### src/rtl/pusch_dmrs_gen.sv
// PUSCH DMRS generator: Gold sequence c(n) from c_init, QPSK-mapped and written
// one RE per cycle into the DMRS sample memory, then a done pulse to the mapper.
module pusch_dmrs_gen #(
   parameter int DMRS_Len  = 9,
   parameter int AMP       = 181,
   parameter int NC        = 1600,
   parameter int RE_PER_RB = 6
) (
   input  logic                CLK_DMRS,
   input  logic                RST_DMRS,
   input  logic                Start,
   input  logic [30:0]         C_init,
   input  logic [6:0]          N_rb,
   output logic [DMRS_Len-1:0] Dmrs_I,
   output logic [DMRS_Len-1:0] Dmrs_Q,
   output logic                Dmrs_wr_en,
   output logic [9:0]          Dmrs_wr_addr,
   output logic                DMRS_Done,
   output logic                Busy
);

   typedef enum logic [1:0] {IDLE, WARMUP, GEN, FINISH} state_t;

   localparam logic signed [DMRS_Len-1:0] AMP_S       = DMRS_Len'(AMP);
   localparam logic [15:0]                NC_LAST     = 16'(NC - 1);
   localparam bit                         SKIP_WARMUP = (NC == 0);

   state_t                      state_q;
   logic [30:0]                 x1_q, x2_q;
   logic [15:0]                 cnt_q;
   logic [9:0]                  len_q;
   logic signed [DMRS_Len-1:0]  i_q, q_q;
   logic                        wr_en_q, done_q;
   logic [9:0]                  addr_q;
   logic [30:0]                 x1_d, x2_d;

   // Bit 0 is the oldest sequence bit; the new bit x(n+31) enters at bit 30.
   function automatic logic [30:0] x1_step(input logic [30:0] x);
      return {x[3] ^ x[0], x[30:1]};
   endfunction

   function automatic logic [30:0] x2_step(input logic [30:0] x);
      return {x[3] ^ x[2] ^ x[1] ^ x[0], x[30:1]};
   endfunction

   function automatic logic signed [DMRS_Len-1:0] qpsk(input logic c);
      return c ? -AMP_S : AMP_S;
   endfunction

   // GEN consumes two sequence bits per RE, WARMUP discards one per cycle.
   always_comb begin
      x1_d = x1_step(x1_q);
      x2_d = x2_step(x2_q);
      if (state_q == GEN) begin
         x1_d = x1_step(x1_step(x1_q));
         x2_d = x2_step(x2_step(x2_q));
      end
   end

   always_ff @(posedge CLK_DMRS or negedge RST_DMRS) begin
      if (!RST_DMRS) begin
         state_q <= IDLE;
         x1_q    <= '0;
         x2_q    <= '0;
         cnt_q   <= '0;
         len_q   <= '0;
         i_q     <= '0;
         q_q     <= '0;
         wr_en_q <= 1'b0;
         done_q  <= 1'b0;
         addr_q  <= '0;
      end else begin
         wr_en_q <= 1'b0;
         done_q  <= 1'b0;
         case (state_q)
            IDLE: begin
               if (Start) begin
                  x1_q  <= 31'h1;
                  x2_q  <= C_init;
                  cnt_q <= '0;
                  len_q <= 10'(N_rb * RE_PER_RB);
                  if (N_rb == '0)
                     state_q <= FINISH;
                  else if (SKIP_WARMUP)
                     state_q <= GEN;
                  else
                     state_q <= WARMUP;
               end
            end
            WARMUP: begin
               x1_q  <= x1_d;
               x2_q  <= x2_d;
               cnt_q <= cnt_q + 16'd1;
               if (cnt_q == NC_LAST) begin
                  cnt_q   <= '0;
                  state_q <= GEN;
               end
            end
            GEN: begin
               i_q     <= qpsk(x1_q[0] ^ x2_q[0]);
               q_q     <= qpsk(x1_q[1] ^ x2_q[1]);
               wr_en_q <= 1'b1;
               addr_q  <= cnt_q[9:0];
               x1_q    <= x1_d;
               x2_q    <= x2_d;
               cnt_q   <= cnt_q + 16'd1;
               if (cnt_q[9:0] == len_q - 10'd1)
                  state_q <= FINISH;
            end
            FINISH: begin
               done_q  <= 1'b1;
               state_q <= IDLE;
            end
            default: state_q <= IDLE;
         endcase
      end
   end

   assign Dmrs_I       = i_q;
   assign Dmrs_Q       = q_q;
   assign Dmrs_wr_en   = wr_en_q;
   assign Dmrs_wr_addr = addr_q;
   assign DMRS_Done    = done_q;
   assign Busy         = (state_q != IDLE);

endmodule

### config.mk
export PLATFORM = sky130hd
export DESIGN_NAME = pusch_dmrs_gen
export DESIGN_NICKNAME = d
export VERILOG_FILES = /design/src/rtl/pusch_dmrs_gen.sv
export SDC_FILE = /design/constraint.sdc
export NUM_CORES = 1
export LEC_CHECK = 0
export BUFFER_PORTS_ARGS = -buffer_cell sky130_fd_sc_hd__buf_2
export CORE_MARGIN = 2
export CORE_UTILIZATION = 41
export DETAILED_ROUTE_END_ITERATION = 16
export PLACE_DENSITY = 0.66
export SETUP_SLACK_MARGIN = 0.5
export SYNTH_ARGS = -nofsm -noshare
export SYNTH_HDL_FRONTEND = slang
export SYNTH_SLANG_ARGS = --single-unit
### constraint.sdc
create_clock -name CLK_DMRS -period 3.6 [get_ports CLK_DMRS]
set_input_delay 0.54 -clock CLK_DMRS [delete_from_list [all_inputs] [get_ports CLK_DMRS]]
set_output_delay 0.54 -clock CLK_DMRS [all_outputs]
set_load 0.02 [all_outputs]
Word level (Yosys, flattened, before mapping) --
Cells that the tools add are included.
Word-level totals: memories kept 0, bits in latches 0, bits of input ports 41, bits in writable memories 0, register bits after elaboration 119, ROM bits 0
Operators by class: $add $sub $neg 2, mux-type cells 18, equal/unequal tests 8, magnitude comparators 0, bitwise operators 10, shifts and indexed selects 0, reduce and logical (&&, ||, !) cells 10, multipliers 1, divide/modulo/power cells 0
Operator list (number):
- 31-bit two-way mux | 4
- 31-bit one-hot mux with 2 select lines | 2
- 16-bit one-hot mux with 3 select lines | 1
- 16-bit two-way mux | 2
- 9-bit two-way mux | 2
- 16-bit by 1-bit adder with 16-bit output, second input constant | 1
- 16-bit by 11-bit == test with 1-bit output, second input constant | 1
- 10-bit == test | 1
- 10-bit by 1-bit subtractor with 10-bit output, second input constant | 1
- 1-bit XOR | 10
- 7-bit by 2-bit multiplier with 9-bit output, second input constant | 1
- 2-bit two-way mux | 4
- 2-bit one-hot mux with 4 select lines | 1
- 7-bit logical NOT | 1
- 2-bit AND reduction | 3
- 2-bit == test, second input constant | 2
- 2-bit != test, second input constant | 2
- 2-bit nonzero test | 2
- 3-bit AND reduction | 1
- 3-bit nonzero test | 1
- 2-bit by 1-bit == test with 1-bit output, second input constant | 1
- 2-bit logical NOT | 1
- 1-bit two-way mux | 2
- 2-bit by 1-bit != test with 1-bit output, second input constant | 1
- 2-bit OR reduction | 1

Longest topological paths before layout --
depth after elaboration 5, mapped depth 9, depth with buffers taken out 9

Worst setup path before layout --
No wires, ideal clock.
path type register -> register, start register len_q[1], end register state_q[1], required time 3464 ps, clock period less this slack 1896 ps, library setup time 136 ps, arrival time 1760 ps, cell stages (with the launch flop) 9, buffers on the path 0, setup slack 1704 ps, cell sequence dfrtp_1 > inv_1 > ha_1 > nor2b_1 > or3_1 > a31oi_1 > a41oi_1 > a41oi_1 > o211ai_1
Between the ends: longest elaborated chain between the ends 4
RTL lines:
- from (decl) | line 31 | logic [9:0] len_q;
- from (signal assigned) | line 81 | len_q <= 10'(N_rb * RE_PER_RB);
- 10-bit by 1-bit subtractor with 10-bit output | line 107 | if (cnt_q[9:0] == len_q - 10'd1)
- 10-bit == test | line 107
- 2-bit by 1-bit != test with 1-bit output (no source line)
- 3-bit AND reduction (no source line)
- to (signal assigned) | line 108 | state_q <= FINISH;
- to (signal assigned) | line 112 | state_q <= IDLE;
- to (signal assigned) | line 114 | default: state_q <= IDLE;
- to (decl) | line 28 | state_t state_q;
No other way between the ends. A chain may end at the register's enable or synchronous reset.

Worst setup path in the final report --
start register state_q[0], end register x1_q[30]
Between the ends: longest elaborated chain between the ends 4, elaborated cells between the ends (all ways) 9
RTL lines:
- from (signal assigned) | line 62 | state_q <= IDLE;
- from (signal assigned) | line 83 | state_q <= FINISH;
- from (signal assigned) | line 85 | state_q <= GEN;
- 2-bit == test / 2-bit by 1-bit == test with 1-bit output (equally long branches) | line 54, 75
- 2-bit OR reduction (no source line)
- 2-bit nonzero test (no source line)
- 2-bit AND reduction (no source line)
- to (signal assigned) | line 63 | x1_q <= '0;
- to (signal assigned) | line 78 | x1_q <= 31'h1;
- to (signal assigned) | line 91 | x1_q <= x1_d;
- to (decl) | line 29 | logic [30:0] x1_q, x2_q;
Several ways; a longest one is shown, not always the timed one.

==> results.txt <==
The power share of the combinational group is 49.3%. The via count of the first global-routing pass came out at 4100. The kind of cell with the highest combined delay on the critical path is buffers and inverters. The synthesized design contains 0 enable-type register cells. Setup repair after global routing left no endpoint under its margin. The share of the clock period used by the worst path after layout came out at approximately 66%. The total global routing overflow came out at 0. The commonest non-fill, non-tap cell in the layout is sky130_fd_sc_hd__nand2_1. The average vias per placed instance came out at 5.137. The count of cell types in the netlist is 56. The number of cells upsized or downsized after cts is 0. The sequential group share of total power is around a third. The worst reg-to-reg setup slack is ~1.2 ns. The placed wire-length estimate came out at 8099 µm. Leaving out fill and tap cells, the most frequent cells in the layout are sky130_fd_sc_hd__nand2_1, sky130_fd_sc_hd__dfrtp_1, sky130_fd_sc_hd__o21ai_0. The maximum buffer depth of the clock tree came out at 2. The global-route wire length before repair is 19510 µm.

The root buffer cell chosen for the clock tree is sky130_fd_sc_hd__clkbuf_16. STA classifies the critical path startpoint as a register. The final layout contains 716 nets.

The largest incremental delay on the critical path came out at 0.70 ns. The total routing resource utilization after global routing is 16.27%. The global placement routability congestion is 0.8221. The CTS sink count came out at between 100 and 150.

The post-detailed-route wirelength per cell is between 10 and 15 µm. Walking the worst path, the cells encountered are inv_1 -> ha_4 -> buf_4 -> nor2_1 -> a211oi_1 -> a21o_1. The placement row count came out at 43. Once routing completed, OpenROAD measured the worst setup slack at 1.226 ns. For the worst setup path, the data required time is 3.89 ns. The number of violations reported at the end of detailed-routing iteration 0 came out at 282. The starting utilization of the core area is 42.14%. The internal cell power came out at around 3.3 mW. TritonCTS built the clock tree.

The number of inserted diodes is 0. The clock transition at the registers of the reported paths came out at approximately 0.07 ns. The growth of design area from synthesis to finish came out at 11.87%. The total nets after synthesis is 676. The worst register-to-register path ends at x1_q[30]$_DFFE_PN0P_. The total count of max-transition violations in the final report is 0. Summed over all layers, the routed wires come to 11640 µm. The H-tree generated during clock tree synthesis spans 3 levels. The count of boundary I/O pins came out at between 70 and 80.

The peak supply drop came out at a little over 0.0005 V. The post-layout minimum cycle time came out at approximately 2.4 ns. In this run, the clock network consumes 16.8% of the power.

The area of the die came out at 15350 µm². The largest clock skew in the final design came out at 0.004962 ns. The max-capacitance violation count is 0. Static timing analysis puts the maximum clock frequency at 0.4213 GHz. Headroom to the max-slew limit came out at 41.39%. Averaged over all synthesized cells, the footprint is around 9.6 µm². The slowest stage of the critical path is the sky130_fd_sc_hd__ha_4 cell. The proportion of synthesized chip area in sequential cells came out at between 40 and 50%. The total of endpoints with negative setup slack in the final report came out at 0. The quantity of hold-fixing buffers added after cts came out at 0. The height of the die is around 120 µm. The first detailed-routing pass took 5 iterations. The share of total power consumed by net switching came out at 44.45%. The count of synthesis-stage warnings from yosys came out at 0. The synthesis-stage register bit count came out at approximately 110. At the pin with the least slew margin, the transition time is 0.8791 ns. The number of clock buffers inserted by TritonCTS came out at 9.

The total setup buffers inserted after CTS is 0. The kind of critical path is register to register. The count of buffer and inverter cells on the critical path is 2.

In the synthesized netlist the dominant register cell turns out to be sky130_fd_sc_hd__dfrtp_1. The worst register-to-register path begins at state_q[0]$_DFFE_PN0P_. The count of buffers added on input and output ports is 71. The path class of the tightest hold or removal check is input pin to asynchronous set/reset pin. STA classifies the critical path endpoint as a register. The reported leakage power came out at 2.934 nW. The net switching power came out at 2.621 mW. The clock latency at the later pin of the worst-skew pair came out at 0.35 ns. The pin count of the biggest net entering global routing came out at between 60 and 70.

The run finished with clean final reports. Of all nets on the critical path, the largest fanout is 50. The summed instance area of the synthesized netlist is 5894 µm². The synthesized instance count came out at 617. The worst setup slack before clock tree synthesis is approximately 1.2 ns. The core region is approximately 14000 µm². The number of antenna violations at the first check in global routing was 0. The width of the die is approximately 120 µm. For the final routed database, the setup TNS stands at 0 ns. The share of cells above drive strength 1 came out at 19.52%. The hold violation count in the final report is 0. The layout has 1328 filler cells. The data arrival time of the critical path came out at 2.67 ns. The count of cells along the worst register-to-register path came out at 6.

The share of flip-flops with an asynchronous set or reset came out at 100.0%. The count of vias placed by the detailed router came out at 4320. In the routed design, unresolved DRC markers number 0.

In this run the remaining antenna-violating nets after routing total 0. The power density normalized to cell area came out at 894.3 nW/µm².
[how the worst max path moves through the flow]
stage                                  endpoint  depth (start not counted)  slack (ns)                    from
floorplan                state_q[1]$_DFFE_PN0P_                          8        1.70    len_q[1]$_DFFE_PN0P_
detailed placement  Dmrs_wr_addr[5]$_DFFE_PN0P_                          4        1.23  state_q[0]$_DFFE_PN0P_
finish                     x1_q[30]$_DFFE_PN0P_                          6        1.23  state_q[0]$_DFFE_PN0P_
global placement    Dmrs_wr_addr[3]$_DFFE_PN0P_                          4        1.28  state_q[0]$_DFFE_PN0P_
CTS                        cnt_q[0]$_DFFE_PN0P_                          7        1.23  state_q[1]$_DFFE_PN0P_
global route              cnt_q[12]$_DFFE_PN0P_                          8         1.0  state_q[1]$_DFFE_PN0P_
[layer usage]
metal  part of all wire, %  global-route usage [%]
met1                    48                   21.71
met2                    47                   25.79
met3                   3.8                   3.709
met4                   1.8                   6.320
met5                     0                       0
[layout make-up]
class,instances,area (µm²),share of cell area [%]
tap,180,225.2,3.416
clock buffer,11,242.7,3.681
timing repair buffer,77,415.4,6.300
inverter,19,71.32,1.082
clock inverter,4,51.30,0.7780
sequential,106,2653,40.23
multi-input combinational,444,2935,44.52
[state kept, by name, summed over array words and instances (netlist names)]
name / cells
DMRS_Done: 1
Dmrs_I: 3
Dmrs_Q: 2
Dmrs_wr_addr: 10
Dmrs_wr_en: 1
cnt_q: 16
len_q: 9
state_q: 2
x1_q: 31
x2_q: 31
[Yosys cell counts (8+ instances only)]
| master | count | area, µm² |
|---|---|---|
| sky130_fd_sc_hd__nor2_2 | 9 | 56.30 |
| sky130_fd_sc_hd__a21oi_1 | 9 | 45.04 |
| sky130_fd_sc_hd__inv_1 | 17 | 63.81 |
| sky130_fd_sc_hd__ha_1 | 17 | 212.7 |
| sky130_fd_sc_hd__o21ai_1 | 9 | 45.04 |
| sky130_fd_sc_hd__xnor2_1 | 17 | 148.9 |
| sky130_fd_sc_hd__mux2i_1 | 62 | 620.6 |
| sky130_fd_sc_hd__mux2_2 | 11 | 123.9 |
| sky130_fd_sc_hd__o21ai_0 | 99 | 495.5 |
| sky130_fd_sc_hd__buf_2 | 17 | 85.08 |
| sky130_fd_sc_hd__nand3_1 | 8 | 40.04 |
| sky130_fd_sc_hd__dfrtp_1 | 106 | 2653 |
| sky130_fd_sc_hd__clkbuf_1 | 14 | 52.55 |
| sky130_fd_sc_hd__xor2_1 | 16 | 140.1 |
| sky130_fd_sc_hd__nand2_1 | 109 | 409.1 |
| sky130_fd_sc_hd__nor2_1 | 13 | 48.80 |
| sky130_fd_sc_hd__buf_4 | 13 | 97.59 |
[power by group through the flow]
stage	logic (mW)	registers [mW]	clock network [mW]
floorplan	2.38	1.96	0
global placement	2.84	1.99	0
detailed placement	2.94	2.02	0
CTS	2.94	2.00	1.02
global route	3.31	2.06	1.06
finish	2.91	2.00	0.991
[stage by stage]
| stage | cell area [µm²] | power [mW] | utilization, % | hold slack [ns] | cells |
|---|---|---|---|---|---|
| global route | 6594 | 6.433 | 47.14 | 0.3708 | 841 |
| floorplan | 5894 | 4.334 | - | 0.2444 | 617 |
| detailed placement | 6300 | 4.951 | 45.04 | 0.4733 | 826 |
| CTS | 6594 | 5.954 | 47.14 | 0.3467 | 841 |
| finish | 6594 | 5.897 | 47.14 | 0.2986 | 841 |
| global placement | 6300 | 4.830 | 45.04 | 0.4732 | 826 |
[logic make-up (layout without fill, tap and decap cells)]
family / count (synthesis) / after routing / synth area share (%)
AOI/OAI and AO/OA: 145 / 145 / 13.90
xor gates and xnor gates: 34 / 34 / 5.179
adders and majority gates: 18 / 18 / 3.948
buffers and inverters: 67 / 111 / 5.583
DFF: 106 / 106 / 45.00
muxes: 73 / 73 / 12.63
and+or+nand+nor: 174 / 174 / 13.75
(Power assumes the default switching activity.)
